<file path="config.mk">
export PLATFORM = sky130hd
export DESIGN_NAME = stack_ctrl
export DESIGN_NICKNAME = d
export VERILOG_FILES = /design/src/rtl/stack_ctrl.sv
export SDC_FILE = /design/constraint.sdc
export NUM_CORES = 1
export LEC_CHECK = 0
export ABC_AREA = 1
export CAP_MARGIN = 20
export CORE_UTILIZATION = 40
export CTS_BUF_LIST = sky130_fd_sc_hd__clkbuf_8
export CTS_CLUSTER_SIZE = 20
export DETAILED_ROUTE_END_ITERATION = 12
export PLACE_DENSITY = 0.77
export SLEW_MARGIN = 5
export SYNTH_ARGS = -nofsm -noshare
export SYNTH_HDL_FRONTEND = slang
export SYNTH_SLANG_ARGS = --single-unit
</file>
<file path="constraint.sdc">
create_clock -name clk -period 2.4 [get_ports clk]
set_clock_uncertainty 0.1 [all_clocks]
set_input_delay 0.48 -clock clk [delete_from_list [all_inputs] [get_ports clk]]
set_output_delay 0.48 -clock clk [all_outputs]
set_load 0.01 [all_outputs]
</file>
<file path="src/rtl/stack_ctrl.sv">
// Push/pop controller for a single-port stack RAM clocked on the falling edge.
// Optional sticky overflow/underflow flags are built when STACK_CTRL_ERR_EN is defined.
module stack_ctrl #(
    parameter int DW    = 8,
    parameter int AW    = 5,
    parameter int DEPTH = 32
) (
    input  logic          clk,
    input  logic          rst_n,
    input  logic          push,
    input  logic          pop,
    input  logic [DW-1:0] din,
    output logic          ready,
    output logic [DW-1:0] dout,
    output logic          dout_valid,
    output logic [AW:0]   level,
    output logic          full,
    output logic          empty,
    output logic          ovf,
    output logic          unf,
    output logic [AW-1:0] ram_addr,
    output logic [DW-1:0] ram_data,
    output logic          ram_wren,
    input  logic [DW-1:0] ram_q
);

    typedef enum logic [1:0] {IDLE, WR, RD, CAP} state_t;

    localparam logic [AW:0] DEPTH_L = (AW+1)'(DEPTH);
    localparam logic [AW:0] ONE     = (AW+1)'(1);

    state_t      state, state_nxt;
    logic [AW:0] sp;
    logic        push_ok, pop_ok;

    assign level = sp;
    assign full  = (sp == DEPTH_L);
    assign empty = (sp == '0);
    assign ready = (state == IDLE);

    always_ff @(posedge clk) begin
        if (!rst_n) state <= IDLE;
        else        state <= state_nxt;
    end

    // Push wins over a simultaneous pop; rejected requests keep the FSM in IDLE.
    always_comb begin
        state_nxt = state;
        push_ok   = 1'b0;
        pop_ok    = 1'b0;
        case (state)
            IDLE: begin
                if (push) begin
                    if (!full) begin
                        push_ok   = 1'b1;
                        state_nxt = WR;
                    end
                end else if (pop && !empty) begin
                    pop_ok    = 1'b1;
                    state_nxt = RD;
                end
            end
            WR:      state_nxt = IDLE;
            RD:      state_nxt = CAP;
            CAP:     state_nxt = IDLE;
            default: state_nxt = IDLE;
        endcase
    end

    always_ff @(posedge clk) begin
        if (!rst_n) begin
            sp         <= '0;
            ram_addr   <= '0;
            ram_data   <= '0;
            ram_wren   <= 1'b0;
            dout       <= '0;
            dout_valid <= 1'b0;
        end else begin
            ram_wren   <= push_ok;
            dout_valid <= 1'b0;
            if (push_ok) begin
                ram_data <= din;
                ram_addr <= AW'(sp);
            end
            if (pop_ok)
                ram_addr <= AW'(sp - ONE);
            if (state == WR)
                sp <= sp + ONE;
            // RAM registered the read address on the falling edge inside RD.
            if (state == CAP) begin
                dout       <= ram_q;
                dout_valid <= 1'b1;
                sp         <= sp - ONE;
            end
        end
    end

`ifdef STACK_CTRL_ERR_EN
    always_ff @(posedge clk) begin
        if (!rst_n) begin
            ovf <= 1'b0;
            unf <= 1'b0;
        end else if (state == IDLE) begin
            if (push && full)
                ovf <= 1'b1;
            if (!push && pop && empty)
                unf <= 1'b1;
        end
    end
`else
    assign ovf = 1'b0;
    assign unf = 1'b0;
`endif

endmodule

</file>
==> qor.csv <==
stage,metric,value,unit
place,routabilityCongestion,0.887,
clocking,cts.sinks,31,
timing,totalNegativeSetupSlack,0,ns
place,numPortBuffers,51,
critical_path,crit_path_start_kind,flip-flop,
clocking,cts_buffers,5,
timing,finalCritPeriodShare,94.3,%
synthesis,avgSynthCellArea,8.23,um2
pwr,max-vdd-ir-drop,0.444,mV
route,postRouteAntennaNets,0,
synthesis,synth_top_area_share,41.0,%
finish,n_antenna_cell,0,
finish,fin_nets,260,
die,die_h,63.5,um
timing,slew_viol_final,0,
route,routed_wl,3.56,mm
route,vias_per_cell,4.87,
critical_path,criticalPathCategory,reg2out,
route,wl_per_cell,12.5,um
critical_path,slowest_delay,0.52,ns
finish,drive_gt1_share,14.7,%
synthesis,ys_types,34,
timing,rsz0062_at_grt,no,
place,placed_area,2030,um2
timing,hold_slack,0.371,ns
timing,finalCriticalPeriod,2.26,ns
outcome,outcome,"complete, no violations",
synthesis,dominantRegCellSynth,dfxtp_1,
flow_run,maxCapViolCount,0,
clocking,clk_pin_slew,0.07,ns
synthesis,synth_area_leaders,"dfxtp_1 (41%), nor2_1 (6.9%), nand2_1 (5.9%)",
route,dr_total_vias,1382,
pwr,p_per_area,680,nW/um2
critical_path,cp.arrival,1.68,ns
clocking,worstSkewPairLatency,0.28,ns
die,dieWidth,63.5,um
synthesis,yosys-top-cells-count,"dfxtp_1 (31), nor2_1 (28), nand2_1 (24)",
synthesis,yosys_warnings,0,
timing,hold_viol_final,0,
critical_path,slowest_stage,clkdlybuf4s50_1,
global_routing,grt_max_degree,16,
global_routing,grt_pass1_vias,1240,
critical_path,crit_family,buffers and inverters,
synthesis,synth-seq-cells,31,
global_routing,grt_first_pass_wirelength,5.81,mm
global_routing,antenna_found_initial,0,
clocking,htree_levels,2,
route,initialDrtViolationCount,101,
route,drc_errors,0,
hold_path,min_path_type,reg2reg,
die,die_area,4040,um2
synthesis,postSynthCellCount,184,
synthesis,yosysSeqAreaShare,41.0,%
critical_path,path_cells,"inv_2, ha_2, nand3_2, inv_1, clkdlybuf4s50_1",
critical_path,crit_required,1.82,ns
global_routing,grt_overflow,0,
clocking,cts_tree,done,
place,place_hpwl,2.51,mm
timing,finalSetupViolCount,0,
synthesis,synth.most_common_cell,dfxtp_1,
critical_path,crit_path_max_fanout,5,
finish,fin_area,2150,um2
route,first_pass_iters,4,
die,core,3470,um2
place,place_inst,275,
finish,final_cells,284,
critical_path,path_buf_inv,3,
clocking,cts_root_buffer,clkbuf_8,
synthesis,yosysTopAreaCell,dfxtp_1,
synthesis,synth-edff-count,0,
die,ios,54,
clocking,cts_buffer_depth,2,
pwr,p_leak,0.000886,uW
critical_path,crit_path_end_kind,primary output,
finish,area_delta_synth_final,41.7,%
synthesis,netlist_area,1520,um2
die,rows,21,
global_routing,gr-usage-all-layers,18.6,%
timing,fmax,442,MHz
die,start_util,43.7,%
synthesis,async_flop_share,0,%
## per-layer routing
| layer | GRT usage [%] | vias to the layer above | part of all wire [%] |
|---|---|---|---|
| li1 | - | 704 | - |
| met1 | 25.0 | 618 | 47 |
| met2 | 28.3 | 56 | 45 |
| met3 | 5.43 | 4 | 7.0 |
| met4 | 5.97 | 0 | 1.4 |
| met5 | 0 | - | 0 |
## registers in the layout, indices dropped and copies added (netlist names)
register	cells
ram_data	8
state	2
ram_addr	5
dout	8
ram_wren	1
dout_valid	1
level	6
## kinds of logic (layout without fill, tap and decap cells)
family	Yosys count	in the layout	share of synthesized area [%]
fa+ha+maj	3	3	2.48
other cells	1	2	0.247
compound gates	36	36	15.4
xor+xnor	2	2	1.16
buf+inv	29	82	9.83
flops	31	31	41.0
simple gates	82	82	30.0
## power breakdown
part	switching, uW	leakage, uW	internal, uW
Combinational	206	0.000582	194
Sequential	45.1	0.000253	558
Clock	197	0.0000505	261
Total	448	0.000886	1010
## placed cells by master, fill, tap and decap left out, types with 3 or more instances in the layout
master,Yosys,routed
nor2_1,28,28
o21ai_0,6,6
o21ai_1,8,8
inv_2,4,5
clkbuf_8,0,7
nor3_1,3,3
nand2_1,24,24
buf_4,3,3
a22o_1,8,8
clkdlybuf4s50_1,0,51
nor2_8,3,3
nand3_1,11,11
inv_1,15,14
a21oi_1,7,7
dfxtp_1,31,31
## final timing paths
kind / start / to / slack, ns / depth (start not counted)
worst min-delay path: dout[5]$_SDFFE_PN0P_ / dout[5]$_SDFFE_PN0P_ / 0.37 / 1
worst max register to register: level[2]$_SDFFE_PN0P_ / level[5]$_SDFFE_PN0P_ / 0.75 / 5
worst min register to register: dout[5]$_SDFFE_PN0P_ / dout[5]$_SDFFE_PN0P_ / 0.37 / 1
worst max-delay path: level[1]$_SDFFE_PN0P_ / empty / 0.14 / 5
## per-stage QoR
stage                     power, uW  utilization [%]  setup slack (ns)
after floorplan                 852                -             0.871
after global placement         1000             58.6             0.373
after detailed placement       1010             58.6             0.348
after CTS                      1460             61.6            0.0289
after global routing           1540             61.9            0.0265
final                          1460             61.9             0.136
## worst register-to-register path: cells and delay by family (launching register included)
family,cells,cell delay [ns]
and+or+nand+nor,3,0.56
AOI/OAI and AO/OA,1,0.17
buffers and inverters,1,0.12
DFF,1,0.59
## area by class of cell
type,count,area (um2)
multi-input cells,125,752
clock inverters,1,7.51
inverters,20,80.1
well taps,46,57.6
fillers,322,1320
flip-flops and latches,31,621
clock buffers,7,96.3
repair buffers,54,533
## what timing repair did
action	4_1_cts	5_1_grt
setup buffers	0	1
resized for setup	0	2
hold buffers	0	0
setup endpoints to repair	0	2
No activity file was read; power rests on OpenSTA's default activity.
